$ cat src/rtl/kyber_pkg.sv
// -----------------------------------------------------------------------------
// kyber_pkg
// Shared definitions for the Kyber NTT datapath.
//   - mode_e      : pass modes driven on the address generator's mode input
//   - N/BFLY/NLAYER and derived widths for the 256-coefficient transform
//   - bfly_addr_t : one butterfly's read pair plus its twiddle index
//   - bfly_addr() : maps (mode, layer, butterfly index) to bfly_addr_t
// -----------------------------------------------------------------------------
package kyber_pkg;

  typedef enum logic [1:0] {
    NTT  = 2'b00,
    INTT = 2'b01,
    IN   = 2'b10,
    OUT  = 2'b11
  } mode_e;

  localparam int N      = 256;         // coefficients per polynomial
  localparam int BFLY   = N / 2;       // butterflies (address pairs) per pass
  localparam int NLAYER = 7;           // butterfly layers per transform
  localparam int AW     = $clog2(N);   // coefficient address width
  localparam int IW     = $clog2(BFLY); // butterfly index / twiddle width

  typedef struct packed {
    logic [AW-1:0] a;
    logic [AW-1:0] b;
    logic [IW-1:0] tw;
  } bfly_addr_t;

  // Butterfly i of a layer belongs to group g = i / len and sits at offset
  // j = i % len inside it; groups are 2*len coefficients apart. len is a
  // power of two, so the divide/modulo collapse to a shift and a mask.
  function automatic bfly_addr_t bfly_addr(input mode_e      mode,
                                           input logic [2:0] layer,
                                           input logic [6:0] i);
    bfly_addr_t r;
    logic [2:0] sh;   // log2(len)
    logic [7:0] len;
    logic [6:0] g;
    logic [6:0] j;
    logic [7:0] a;
    r   = '0;
    sh  = '0;
    len = '0;
    g   = '0;
    j   = '0;
    a   = '0;
    if (mode == NTT || mode == INTT) begin
      // Forward layers halve the span (128 -> 2); inverse layers double it.
      sh  = (mode == NTT) ? 3'd7 - layer : layer + 3'd1;
      len = 8'd1 << sh;
      g   = i >> sh;
      j   = i & (len[6:0] - 7'd1);
      a   = ({1'b0, g} << ({1'b0, sh} + 4'd1)) | {1'b0, j};
      r.a = a;
      r.b = a + len;
      if (mode == NTT) r.tw = (7'd1 << layer) + g;
      else             r.tw = 7'((8'd128 >> layer) - 8'd1 - {1'b0, g});
    end else begin
      // Load/unload sweeps walk the coefficients as consecutive pairs.
      r.a = {i, 1'b0};
      r.b = {i, 1'b1};
    end
    return r;
  endfunction

endpackage

$ cat src/rtl/ntt_addr_gen_if.sv
// -----------------------------------------------------------------------------
// ntt_addr_gen_if
// Control/address bundle between the NTT address generator and the
// coefficient memory / butterfly datapath.
//   master (generator): in  mode, newloop, wen
//                       out rd_addr_a/b, rd_valid, tw_idx, wr_addr_a/b,
//                           layer, crt_sig, busy, err
//   slave  (datapath) : the mirror image
// -----------------------------------------------------------------------------
interface ntt_addr_gen_if;

  logic [1:0] mode;       // 00 NTT, 01 INTT, 10 IN, 11 OUT
  logic       newloop;    // one-cycle pulse: start a pass
  logic       wen;        // one-cycle write strobe: consume one write pair
  logic [7:0] rd_addr_a;
  logic [7:0] rd_addr_b;
  logic       rd_valid;
  logic [6:0] tw_idx;
  logic [7:0] wr_addr_a;  // head of the write-address queue
  logic [7:0] wr_addr_b;
  logic [2:0] layer;
  logic       crt_sig;    // final write of the pass
  logic       busy;
  logic       err;        // sticky: wen seen with nothing queued

  modport master (
    input  mode, newloop, wen,
    output rd_addr_a, rd_addr_b, rd_valid, tw_idx,
           wr_addr_a, wr_addr_b, layer, crt_sig, busy, err
  );

  modport slave (
    output mode, newloop, wen,
    input  rd_addr_a, rd_addr_b, rd_valid, tw_idx,
           wr_addr_a, wr_addr_b, layer, crt_sig, busy, err
  );

endinterface

$ cat src/rtl/addr_fifo.sv
// -----------------------------------------------------------------------------
// addr_fifo
// Synchronous FIFO holding write-address pairs while their butterflies are
// in flight. Push and pop may share a cycle, including when full.
//   clk, rst : clock, synchronous active-high reset
//   flush    : empty the queue (discards all entries)
//   push/din : enqueue din (ignored when full unless a pop happens too)
//   pop      : dequeue the head (ignored when empty)
//   dout     : head entry, meaningful only while !empty
//   full/empty
// -----------------------------------------------------------------------------
module addr_fifo #(
  parameter int DEPTH = 16,
  parameter int WIDTH = 16
) (
  input  logic             clk,
  input  logic             rst,
  input  logic             flush,
  input  logic             push,
  input  logic [WIDTH-1:0] din,
  input  logic             pop,
  output logic [WIDTH-1:0] dout,
  output logic             full,
  output logic             empty
);

  localparam int PW = $clog2(DEPTH);

  logic [WIDTH-1:0] mem [DEPTH];
  // Pointers carry one wrap bit so full and empty are distinguishable.
  logic [PW:0]      wptr;
  logic [PW:0]      rptr;
  logic             do_push;
  logic             do_pop;

  assign empty   = (wptr == rptr);
  assign full    = (wptr[PW] != rptr[PW]) && (wptr[PW-1:0] == rptr[PW-1:0]);
  assign do_pop  = pop && !empty;
  // A pop frees the slot this very cycle, so a full queue still takes a push.
  assign do_push = push && (!full || do_pop);
  assign dout    = mem[rptr[PW-1:0]];

  always_ff @(posedge clk) begin
    // NOTE: state registers use non-blocking assignments so every flop
    // samples pre-edge values regardless of statement order.
    if (rst || flush) begin
      wptr <= '0;
      rptr <= '0;
    end else begin
      if (do_push) wptr <= wptr + 1'b1;
      if (do_pop)  rptr <= rptr + 1'b1;
    end
  end

  // NOTE: the storage array is deliberately not reset; empty gates every
  // read of it, so clearing it would only cost reset fan-out.
  always_ff @(posedge clk) begin
    if (do_push) mem[wptr[PW-1:0]] <= din;
  end

endmodule

$ cat src/rtl/ntt_addr_gen.sv
// -----------------------------------------------------------------------------
// ntt_addr_gen
// Address generator for an in-place 256-point NTT/INTT. Each pass issues
// 128 butterfly read pairs (with twiddle index) and queues the matching
// write pairs until the datapath writes them back.
//   clk  : clock, all logic on the rising edge
//   rst  : synchronous active-high reset (aborts a pass silently)
//   bus  : ntt_addr_gen_if.master -- mode/newloop/wen in; read pair,
//          rd_valid, tw_idx, queue head, layer, crt_sig, busy, err out
// Parameters
//   WB_LAT : read-issue to earliest wen for the same butterfly (sizing)
//   QDEPTH : write-address queue depth, power of two
// -----------------------------------------------------------------------------
module ntt_addr_gen
  import kyber_pkg::*;
#(
  parameter int WB_LAT = 12,
  parameter int QDEPTH = 16
) (
  input logic           clk,
  input logic           rst,
  ntt_addr_gen_if.master bus
);

  typedef enum logic [1:0] {IDLE, ISSUE, DRAIN} state_e;

  state_e        state;
  state_e        state_nxt;
  mode_e         mode_q;
  logic [2:0]    layer_q;
  logic [6:0]    idx;       // butterfly index i
  logic [6:0]    pop_cnt;   // write pairs consumed this pass
  logic          err_q;

  logic          issue;
  logic          crt;
  logic          flush;
  logic          pop_ok;
  logic          last_issue;
  bfly_addr_t    addr;

  logic          q_full;
  logic          q_empty;
  logic [15:0]   q_head;

  // A queue shorter than the write-back latency cannot cover every pair in
  // flight, so issue would throttle below one pair per cycle.
  if (QDEPTH < WB_LAT) begin : g_queue_shallower_than_wb_lat
  end

  assign pop_ok     = bus.wen && !q_empty;
  assign last_issue = (idx == 7'(BFLY - 1));
  assign addr       = bfly_addr(mode_q, layer_q, idx);

  always_ff @(posedge clk) begin
    if (rst) state <= IDLE;
    else     state <= state_nxt;
  end

  always_comb begin
    // NOTE: every combinational output gets a default first so no path
    // through the case can leave it unassigned and infer a latch.
    state_nxt = state;
    issue     = 1'b0;
    crt       = 1'b0;
    flush     = 1'b0;
    case (state)
      IDLE: begin
        if (bus.newloop) state_nxt = ISSUE;
      end
      ISSUE: begin
        // OUT never sees wen, so it must not stall on a full queue; the
        // queue just saturates and is flushed when the sweep ends.
        issue = (mode_q == OUT) || !q_full || pop_ok;
        if (issue && last_issue) begin
          if (mode_q == OUT) begin
            crt       = 1'b1;
            flush     = 1'b1;
            state_nxt = IDLE;
          end else begin
            state_nxt = DRAIN;
          end
        end
      end
      DRAIN: begin
        if (pop_ok && pop_cnt == 7'(BFLY - 1)) begin
          crt       = 1'b1;
          state_nxt = IDLE;
        end
      end
      default: state_nxt = IDLE;
    endcase
  end

  always_ff @(posedge clk) begin
    if (rst) begin
      mode_q  <= NTT;
      layer_q <= '0;
      idx     <= '0;
      pop_cnt <= '0;
      err_q   <= 1'b0;
    end else begin
      if (state == IDLE && bus.newloop) begin
        mode_q  <= mode_e'(bus.mode);
        idx     <= '0;
        pop_cnt <= '0;
      end
      if (issue) idx <= idx + 7'd1;
      if (pop_ok && state != IDLE) pop_cnt <= pop_cnt + 7'd1;
      if (bus.wen && q_empty) err_q <= 1'b1;
      if (crt && (mode_q == NTT || mode_q == INTT))
        layer_q <= (layer_q == 3'(NLAYER - 1)) ? 3'd0 : layer_q + 3'd1;
    end
  end

  addr_fifo #(
    .DEPTH (QDEPTH),
    .WIDTH (16)
  ) u_wr_queue (
    .clk   (clk),
    .rst   (rst),
    .flush (flush),
    .push  (issue),
    .din   ({addr.a, addr.b}),
    .pop   (bus.wen),
    .dout  (q_head),
    .full  (q_full),
    .empty (q_empty)
  );

  // Read-side outputs are forced to zero outside an issue cycle so idle
  // and post-reset outputs are all zero.
  assign bus.rd_valid  = issue;
  assign bus.rd_addr_a = issue ? addr.a  : '0;
  assign bus.rd_addr_b = issue ? addr.b  : '0;
  assign bus.tw_idx    = issue ? addr.tw : '0;
  assign bus.wr_addr_a = q_empty ? '0 : q_head[15:8];
  assign bus.wr_addr_b = q_empty ? '0 : q_head[7:0];
  assign bus.layer     = layer_q;
  assign bus.crt_sig   = crt;
  assign bus.busy      = (state != IDLE);
  assign bus.err       = err_q;

endmodule

$ cat src/flat_wrapper.sv
// flat-port wrapper written by rule: the top's interface ports become plain ports
module ntt_addr_gen_flat import kyber_pkg::*;
#(
  parameter int WB_LAT = 12,
  parameter int QDEPTH = 16
)
  (clk, rst, bus_mode, bus_newloop, bus_wen, bus_rd_addr_a, bus_rd_addr_b, bus_rd_valid, bus_tw_idx, bus_wr_addr_a, bus_wr_addr_b, bus_layer, bus_crt_sig, bus_busy, bus_err);
  ntt_addr_gen_if bus_i ();
  input logic clk;
  input logic rst;
  input wire logic [$bits(bus_i.mode)-1:0] bus_mode;
  input wire logic [$bits(bus_i.newloop)-1:0] bus_newloop;
  input wire logic [$bits(bus_i.wen)-1:0] bus_wen;
  output wire logic [$bits(bus_i.rd_addr_a)-1:0] bus_rd_addr_a;
  output wire logic [$bits(bus_i.rd_addr_b)-1:0] bus_rd_addr_b;
  output wire logic [$bits(bus_i.rd_valid)-1:0] bus_rd_valid;
  output wire logic [$bits(bus_i.tw_idx)-1:0] bus_tw_idx;
  output wire logic [$bits(bus_i.wr_addr_a)-1:0] bus_wr_addr_a;
  output wire logic [$bits(bus_i.wr_addr_b)-1:0] bus_wr_addr_b;
  output wire logic [$bits(bus_i.layer)-1:0] bus_layer;
  output wire logic [$bits(bus_i.crt_sig)-1:0] bus_crt_sig;
  output wire logic [$bits(bus_i.busy)-1:0] bus_busy;
  output wire logic [$bits(bus_i.err)-1:0] bus_err;
  assign bus_i.mode = bus_mode;
  assign bus_i.newloop = bus_newloop;
  assign bus_i.wen = bus_wen;
  assign bus_rd_addr_a = bus_i.rd_addr_a;
  assign bus_rd_addr_b = bus_i.rd_addr_b;
  assign bus_rd_valid = bus_i.rd_valid;
  assign bus_tw_idx = bus_i.tw_idx;
  assign bus_wr_addr_a = bus_i.wr_addr_a;
  assign bus_wr_addr_b = bus_i.wr_addr_b;
  assign bus_layer = bus_i.layer;
  assign bus_crt_sig = bus_i.crt_sig;
  assign bus_busy = bus_i.busy;
  assign bus_err = bus_i.err;
  ntt_addr_gen #(.WB_LAT(WB_LAT), .QDEPTH(QDEPTH)) u_core (.clk(clk), .rst(rst), .bus(bus_i));
endmodule
$ cat config.mk
export PLATFORM = sky130hd
export DESIGN_NAME = ntt_addr_gen_flat
export DESIGN_NICKNAME = d
export VERILOG_FILES = /design/src/rtl/kyber_pkg.sv /design/src/rtl/ntt_addr_gen_if.sv /design/src/rtl/addr_fifo.sv /design/src/rtl/ntt_addr_gen.sv /design/src/flat_wrapper.sv
export SDC_FILE = /design/constraint.sdc
export NUM_CORES = 1
export LEC_CHECK = 0
export CAP_MARGIN = 20
export CORE_MARGIN = 4
export CORE_UTILIZATION = 54
export CTS_CLUSTER_DIAMETER = 60
export DETAILED_ROUTE_END_ITERATION = 12
export DONT_BUFFER_PORTS = 1
export PLACE_DENSITY = 0.69
export SYNTH_ARGS = -nofsm -noshare
export SYNTH_HDL_FRONTEND = slang
export SYNTH_SLANG_ARGS = --single-unit
$ cat constraint.sdc
create_clock -name clk -period 8.24 [get_ports clk]
set_clock_uncertainty 0.2 [all_clocks]
set_input_delay 1.648 -clock clk [delete_from_list [all_inputs] [get_ports clk]]
set_output_delay 1.648 -clock clk [all_outputs]
set_load 0.05 [all_outputs]
==> flow_metrics.tcl, run 1 <==
set metrics [dict create \
    synth.distinct_cells 75 \
    worst_pin_slew_ns 1.06 \
    core_um2 25200 \
    worstHoldPathType "register to register" \
    drtPass1Iterations 5 \
    rows 58 \
    worst-path-max-fanout 20 \
    switching_share_pct 31.1 \
    initial_utilization_pct 54.8 \
    wl_mm 31.6 \
    grt_pass1_vias 8134 \
    antenna_found_initial 1 \
    synthFlopType "edfxtp_1" \
    switchingPower_mw 1.26 \
    fmax_mhz 128 \
    nets 996 \
    async_flop_share_pct 0 \
    slew_headroom_pct 29.3 \
    drv_slew 0 \
    cap_violations 0 \
    grt_start_max_net_pins 55 \
    fin_crit_sh_pct 94.7 \
    comb_power_share_pct 23.9 \
    met2_usage_pct 37.4 \
    syn-cell-area_um2 13800 \
    synth_edf_count 256 \
    hold_buffers 0 \
    dieWidth_um 168 \
    fin_util_pct 60.9 \
    die_area_um2 28200 \
    status "completed" \
    cts_buffers 30 \
    met3_usage_pct 3.85 \
    max_stage_delay_ns 0.65 \
    area_growth_pct 11.2 \
    intPower_mw 2.79 \
    grt_pass1_wl_mm 48.9 \
    via_count 8032 \
    htree_num_levels 1 \
    post_drt_wl_per_cell_um 24.3 \
    numPortBuffers 0 \
    cts_root_buf "clkbuf_16" \
    vdd_drop_max_v 0.000195 \
    synth_nets 977 \
    whs_ns 0.284 \
    crit_type "register to primary output" \
    startpoint_type "register" \
    drc 0 \
    clock_sinks 292 \
    ant_nets 0 \
    synth_cells 929 \
    viasPerCell 6.17 \
    drtIter0Drc 849 \
    cp.required_ns 6.39 \
    clkTransAtPathRegs_ns 0.06 \
    gr-total-overflow 0 \
    setup_viol 0 \
    cpMostUsedCell "a21oi_1" \
    power_density_nw_per_um2 264 \
    clk_path_buf_depth 3 \
    grtUsageMet1_pct 31.5 \
    synth_seq_cells 292 \
    hold_violations 0 \
    cp-end-kind "primary output" \
    crit_slowest_cell "a2111oi_1" \
    ys_warn_count 0 \
    dp_hpwl_mm 19.9 \
    period_needed_ns 7.80 \
    cp.arrival_ns 5.95 \
    tritoncts "built" \
    p_clk_share_pct 31.6 \
    pwr-share-seq_pct 44.4 \
    rsz0062_at_grt "false" \
    top_usage_layer "met2" \
    fin_setup_tns_ns 0 \
    pin_count 52 \
    yosysSeqAreaShare_pct 60.9 \
    path_cells "buf_4 -> ha_1 -> ha_1 -> o21ai_1 -> nand2_2 -> inv_2 -> a21oi_1 -> o21ba_1 -> a21oi_2 -> a32oi_2 -> inv_1 -> ha_1 -> a21oi_1 -> nor2_1 -> a2111oi_1 -> o21bai_1 -> a21oi_1 -> xor3_1 -> a21oi_1 -> buf_4" \
    insertion_delay_ns 0.55 \
    synth_area_per_cell_um2 14.9 \
    drive_gt1_share_pct 22.6 \
    grt_use_total_pct 22.4 \
    gp_congestion 0.909 \
    die_h_um 168 \
    insertedDiodeCount 0 \
    leakage_nw 5.20 \
]
area by class of cell:
type                            count  area [um^2]
Timing Repair Buffer               42          370
Tap cell                          330          413
Sequential cell                   292         8410
Multi-Input combinational cell    538         5030
Fill cell                        1884         9840
Inverter                           44          165
Clock inverter                     22          188
Clock buffer                       34          766
repair_timing:
item	4_1_cts	5_1_grt
endpoints found under the setup margin	0	1
resized for setup	0	2
setup buffers	0	0
flip-flops by register name, summed over array words and instances, names as in the netlist, named ones only:
register	flops
u_core.u_wr_queue.wptr	5
u_core.state	2
u_core.u_wr_queue.mem	256
u_core.mode_q	2
u_core.pop_cnt	7
u_core.u_wr_queue.rptr	5
u_core.bus.layer	3
u_core.idx	7
u_core.bus.err	1
cell usage after synthesis, types with 8 or more instances:
cell      instances  area share (%)
xor2_1            8            0.51
and2_1           12            0.54
ha_1             39             3.5
nand3_1           8            0.29
dfxtp_1          36             5.2
nor2b_1          23             1.0
edfxtp_1        256              56
nor2_1           79             2.1
mux2i_1          14             1.0
o21ai_0          13            0.47
clkbuf_1         31            0.84
a21oi_1          44             1.6
nand2b_1         10            0.45
xnor2_1          22             1.4
nand2_1          40             1.1
mux4_2           80              13
inv_1            41             1.1
and3_1            9            0.41
o21a_1           10            0.54
nor3_1           16            0.58
buf_2            16            0.58
critical path: cells and delay by family (launching register included):
kind	cells	cell delay, ns
xor+xnor	1	0.35
compound gates	10	2.62
buf+inv	4	0.74
fa+ha+maj	3	0.95
flops	1	0.30
simple gates	2	0.41
routing by layer:
layer	share of wire, %	vias up
met1	41	4055
li1	-	3615
met4	2.5	0
met2	49	311
met5	0	-
met3	6.9	51
path summary, 6_finish.rpt:
path                                           from                      endpoint  slack (ns)  cells after the start
worst min register to register    u_core.pop_cnt[5]             u_core.pop_cnt[5]        0.28                      1
worst min-delay path              u_core.pop_cnt[5]             u_core.pop_cnt[5]        0.28                      1
worst max-delay path            u_core.bus.layer[0]              bus_rd_addr_b[7]        0.44                     20
worst max register to register  u_core.bus.layer[0]  u_core.u_wr_queue.mem[12][6]        2.34                     21
placed cells by master, fill, tap and decap left out, types with 4 or more instances in the layout:
| cell type | synthesis | layout |
|---|---|---|
| nand2b_1 | 10 | 10 |
| a22oi_1 | 5 | 5 |
| nand4_1 | 5 | 5 |
| mux2i_1 | 14 | 14 |
| o21a_1 | 10 | 10 |
| clkinv_2 | 0 | 7 |
| a21oi_1 | 44 | 44 |
| nand3b_1 | 4 | 4 |
| clkbuf_1 | 31 | 4 |
| ha_1 | 39 | 39 |
| dfxtp_1 | 36 | 33 |
| xnor2_1 | 22 | 22 |
| clkinv_1 | 0 | 4 |
| a21o_1 | 5 | 5 |
| mux2_2 | 5 | 5 |
| inv_1 | 41 | 41 |
| a211oi_1 | 5 | 5 |
| nand2_1 | 40 | 40 |
| o21ai_0 | 13 | 13 |
| and2_1 | 12 | 12 |
| edfxtp_1 | 256 | 256 |
| nor2b_1 | 23 | 23 |
| o21bai_1 | 4 | 4 |
| and3_1 | 9 | 9 |
| clkbuf_16 | 0 | 30 |
| buf_4 | 0 | 37 |
| nor3_2 | 1 | 7 |
| nor2_1 | 79 | 67 |
| clkinv_4 | 0 | 4 |
| mux4_2 | 80 | 80 |
| a31oi_1 | 4 | 4 |
| nor2_2 | 0 | 12 |
| xor2_1 | 8 | 8 |
| nor3_1 | 16 | 10 |
| nand3_1 | 8 | 8 |
through the flow:
step | cell area [um^2] | std cells | power (mW) | setup WS (ns)
floorplan | 13800 | 929 | 2.59 | 0.546
global placement | 14300 | 1238 | 2.78 | 0.956
detailed placement | 14400 | 1242 | 2.79 | 0.905
CTS | 15300 | 1298 | 4.07 | 0.197
global route | 15300 | 1302 | 4.21 | 0.150
finish | 15300 | 1302 | 4.04 | 0.441
logic make-up after synthesis:
group / Yosys count / share of synthesized area, %
AOI/OAI and AO/OA: 141 / 7.35
muxes: 99 / 14.5
and+or+nand+nor: 225 / 8.08
buffers and inverters: 99 / 3.11
adders and majority gates: 42 / 3.97
xor gates and xnor gates: 31 / 2.08
DFF: 292 / 60.9
power groups by stage:
stage,Clock (mW),Sequential (mW),Combinational [mW]
after global routing,1.37,1.81,1.04
final,1.28,1.80,0.968
after CTS,1.30,1.80,0.968
after detailed placement,0,1.83,0.962
after global placement,0,1.83,0.953
after floorplan,0,1.78,0.811
No activity file was read; power rests on OpenSTA's default activity.
==> run 2: changes to the inputs <==
--- a/config.mk
+++ b/config.mk
@@ -12,6 +12,8 @@
 export DETAILED_ROUTE_END_ITERATION = 12
 export DONT_BUFFER_PORTS = 1
 export PLACE_DENSITY = 0.69
+export RECOVER_POWER = 25
 export SYNTH_ARGS = -nofsm -noshare
 export SYNTH_HDL_FRONTEND = slang
 export SYNTH_SLANG_ARGS = --single-unit
+export TNS_END_PERCENT = 10
==> flow_metrics.tcl, run 2 (synthesis results as in run 1) <==
set metrics [dict create \
    cts_root_buf "clkbuf_16" \
    dieWidth_um 168 \
    grt_start_max_net_pins 55 \
    multiInputGateArea_um2 4990 \
    cp.arrival_ns 6.00 \
    clkTransAtPathRegs_ns 0.06 \
    dp.cells 1242 \
    design_area_um2 15300 \
    pin_count 52 \
    met2WireLength_mm 15.6 \
    leakage_nw 5.16 \
    clk_path_buf_depth 3 \
    power_density_nw_per_um2 264 \
    worst-path-max-fanout 20 \
    drc 0 \
    grt_use_total_pct 22.4 \
    final_common_cell "edfxtp_1" \
    wl_mm 31.6 \
    status "completed" \
    setup_viol 0 \
    final_cell_mix "edfxtp_1 (256), mux4_2 (80), nor2_1 (76)" \
    htree_num_levels 1 \
    die_h_um 168 \
    tritoncts "built" \
    wl_met3_mm 2.31 \
    viasPerCell 6.19 \
    gp_congestion 0.909 \
    rows 58 \
    fin_util_pct 60.7 \
    hold_buffers 0 \
    insertion_delay_ns 0.55 \
    nets 996 \
    crit_type "register to primary output" \
    worstHoldPathType "register to register" \
    seqCellArea_um2 8410 \
    startpoint_type "register" \
    drive_gt1_share_pct 20.7 \
    gr-total-overflow 0 \
    fin_crit_sh_pct 95.2 \
    clock_sinks 292 \
    drtPass1Iterations 5 \
    area_growth_pct 10.7 \
    vdd_drop_max_v 0.000195 \
    fmax_mhz 127 \
    die_area_um2 28200 \
    cp.required_ns 6.39 \
    whs_ns 0.284 \
    fin_setup_tns_ns 0 \
    ant_nets 0 \
    cap_violations 0 \
    fillers 1896 \
    top_layer "met4" \
    worst_pin_slew_ns 1.49 \
    rsz0062_at_grt "false" \
    antenna_found_initial 1 \
    insertedDiodeCount 0 \
    period_needed_ns 7.85 \
    placed_cell_area_um2 14400 \
    drtIter0Drc 885 \
    numPortBuffers 0 \
    initial_utilization_pct 54.8 \
    cts_buffers 30 \
    post_drt_wl_per_cell_um 24.2 \
    largest_reg_flops 256 \
    via_count 8061 \
    slew_headroom_pct 0.954 \
    grt_pass1_wl_mm 48.9 \
    instances_no_fill 1302 \
    hold_violations 0 \
    post_cts_buffers 0 \
    cp-end-kind "primary output" \
    core_um2 25200 \
    drv_slew 0 \
    dp_hpwl_mm 19.9 \
    grt_pass1_vias 8134 \
    wl_met1_mm 12.9 \
    cts_resized 0 \
]
==> run 2: critical path, cell delays in order, from the launching register on <==
cell       delay (ns)
dfxtp_1          0.29
buf_4            0.19
ha_1             0.33
ha_1             0.36
o21ai_1          0.14
nand2_2          0.34
inv_2            0.24
a21oi_1          0.24
o21ba_1          0.36
a21oi_2          0.11
a32oi_2          0.36
inv_1            0.08
ha_1             0.27
a21oi_1          0.21
nor2_1           0.08
a2111oi_1        0.66
o21bai_1         0.13
a21oi_1          0.21
xor3_1           0.35
a21oi_1          0.24
buf_4            0.24
==> run 2: routing by layer <==
layer  up-vias  track usage [%]
met4         0             4.94
li1       3622                -
met5         -                0
met1      4051             31.5
met2       338             37.4
met3        50             3.85
==> run 2: report_power, final <==
group,internal [mW],switching (mW)
Sequential,1.73,0.0683
Clock,0.710,0.568
Combinational,0.344,0.620
Total,2.78,1.26
==> run 2: metrics by stage <==
stage                     setup WS [ns]  power [mW]
after floorplan                   0.546        2.59
after global placement            0.956        2.78
after detailed placement          0.905        2.79
after CTS                         0.197        4.07
after global routing              0.150        4.21
final                             0.394        4.04
==> run 2: layout make-up <==
| cell class | instances | area share, % |
|---|---|---|
| Sequential cell | 292 | 55.1 |
| Multi-Input combinational cell | 538 | 32.6 |
| Clock buffer | 34 | 5.01 |
| Tap cell | 330 | 2.70 |
| Timing Repair Buffer | 42 | 2.28 |
| Clock inverter | 22 | 1.23 |
| Inverter | 44 | 1.08 |
==> run 2: worst paths after layout <==
kind	from	to	slack, ns	depth (start not counted)
max	u_core.bus.layer[0]	bus_rd_addr_b[7]	0.39	20
min	u_core.pop_cnt[5]	u_core.pop_cnt[5]	0.28	1
min reg2reg	u_core.pop_cnt[5]	u_core.pop_cnt[5]	0.28	1
max reg2reg	u_core.bus.layer[0]	u_core.u_wr_queue.mem[12][6]	2.30	21
==> run 3: changes to the inputs <==
==> constraint.sdc (replaced) <==
create_clock -name clk -period 9.9 [get_ports clk]
set_clock_uncertainty 0.2 [all_clocks]
set_input_delay 1.98 -clock clk [delete_from_list [all_inputs] [get_ports clk]]
set_output_delay 1.98 -clock clk [all_outputs]
set_load 0.05 [all_outputs]
==> flow_metrics.tcl, run 3 (synthesis results as in run 1) <==
set metrics [dict create \
    htree_num_levels 1 \
    worst-path-buf-inv 3 \
    largest_reg_flops 256 \
    numPortBuffers 0 \
    gr-total-overflow 0 \
    dp.cells 1231 \
    die_h_um 168 \
    instances_no_fill 1293 \
    cpMostUsedCell "a21oi_1" \
    grt_start_max_net_pins 65 \
    viasPerCell 6.09 \
    critPathTopFamily "compound AO/OA/AOI/OAI gates" \
    regToRegStartpoint "u_core.bus.layer[1]" \
    grt_pass1_vias 8036 \
    power_density_nw_per_um2 224 \
    cap_violations 0 \
    tritoncts "built" \
    leakage_nw 5.12 \
    vdd_drop_max_v 0.000187 \
    fin_setup_tns_ns 0 \
    r2r_slack_ns 3.66 \
    ant_nets 0 \
    antenna_found_initial 1 \
    hold_violations 0 \
    core_um2 25200 \
    drtIter0Drc 651 \
    p_clk_share_pct 32.7 \
    drtPass1Iterations 5 \
    cts_buffers 30 \
    slew_headroom_pct 2.53 \
    design_area_um2 15200 \
    whs_endpoint "u_core.pop_cnt[5]" \
    final_common_cell "edfxtp_1" \
    die_area_um2 28200 \
    drc 0 \
    layout_setup_ws_ns 1.52 \
    nets 987 \
    r2r-end "u_core.u_wr_queue.mem[0][6]" \
    clock_sinks 292 \
    worst_pin_slew_ns 1.46 \
    cts_resized 0 \
    post_drt_wl_per_cell_um 24.2 \
    drv_slew 0 \
    pin_count 52 \
    whs_path_depth 1 \
    crit_type "register to primary output" \
    multiInputGateArea_um2 5010 \
    whs_ns 0.271 \
    pwr-share-seq_pct 43.7 \
    gp_congestion 0.902 \
    worst-path-max-fanout 20 \
    grt_pass1_wl_mm 48.4 \
    via_count 7880 \
    hp-start "u_core.pop_cnt[5]" \
    worstRegToRegCells 20 \
    seqCellArea_um2 8410 \
    wl_mm 31.3 \
    fillers 1876 \
    cp.required_ns 7.72 \
    period_needed_ns 8.38 \
    initial_utilization_pct 54.8 \
    final_cell_mix "edfxtp_1 (256), mux4_2 (80), nor2_1 (72)" \
    rsz0062_at_grt "false" \
    startpoint_type "register" \
    clk_path_buf_depth 3 \
    setup_viol 0 \
    area_growth_pct 10.3 \
    dieWidth_um 168 \
    clkTransAtPathRegs_ns 0.06 \
    hold_buffers 0 \
    placed_cell_area_um2 14200 \
    cts_root_buf "clkbuf_16" \
    rows 58 \
    path_cells "ha_1 -> ha_1 -> o21ai_1 -> nand2_2 -> inv_2 -> a21oi_1 -> o21ba_1 -> a21oi_2 -> a32oi_2 -> inv_1 -> ha_1 -> a21oi_1 -> nor2_1 -> a2111oi_0 -> o21bai_1 -> a21oi_1 -> xor3_1 -> a21oi_1 -> buf_4" \
    insertedDiodeCount 0 \
    switching_share_pct 30.5 \
    max_stage_delay_ns 0.77 \
    grt_use_total_pct 22.2 \
    comb_power_share_pct 23.6 \
    status "completed" \
    fin_crit_sh_pct 84.7 \
    dp_hpwl_mm 19.5 \
    post_cts_buffers 0 \
    drive_gt1_share_pct 19.6 \
    crit_slowest_cell "dfxtp_1" \
    intPower_mw 2.37 \
    cp-end-kind "primary output" \
    place_ws_ns 1.88 \
    fmax_mhz 119 \
    insertion_delay_ns 0.56 \
    worstHoldPathType "register to register" \
    switchingPower_mw 1.04 \
    cp.arrival_ns 6.20 \
]
run 3: through the flow:
stage               utilization, %  total power [mW]
global route                  60.4              3.55
detailed placement            56.5              2.32
floorplan                        -              2.15
finish                        60.4              3.40
CTS                           60.5              3.43
global placement              56.5              2.32
run 3: worst max path at each step:
stage	start	depth (start not counted)	endpoint	slack [ns]
final	u_core.bus.layer[1]	19	bus_rd_addr_b[7]	1.52
after global routing	u_core.bus.layer[1]	19	bus_rd_addr_b[7]	0.97
after CTS	u_core.bus.layer[1]	19	bus_rd_addr_b[4]	1.27
after detailed placement	u_core.bus.layer[1]	19	bus_rd_addr_b[4]	1.88
after global placement	u_core.bus.layer[1]	19	bus_rd_addr_b[4]	2.05
after floorplan	u_core.bus.layer[0]	23	bus_rd_addr_b[7]	1.87
run 3: metal layers:
layer  GRT usage (%)  up-vias  wire length, um
li1                -     3599                -
met3            3.90       50             2130
met5               0        -               13
met4            5.26        2              686
met1            31.1     3950            13200
met2            37.0      279            15300
run 3: layout make-up:
class / count / share of cell area, %
well taps: 330 / 2.71
clock buffers: 37 / 5.10
flip-flops and latches: 292 / 55.3
repair buffers: 33 / 1.45
inverters: 44 / 1.09
multi-input cells: 538 / 32.9
clock inverters: 19 / 1.45
run 3: power groups by stage:
stage          combinational [mW]  sequential [mW]  clock (mW)
2_1_floorplan               0.675             1.48           0
6_report                    0.804             1.49        1.11
3_5_place_dp                0.804             1.52           0
5_1_grt                     0.867             1.50        1.19
4_1_cts                     0.809             1.49        1.13
3_3_place_gp                0.801             1.52           0
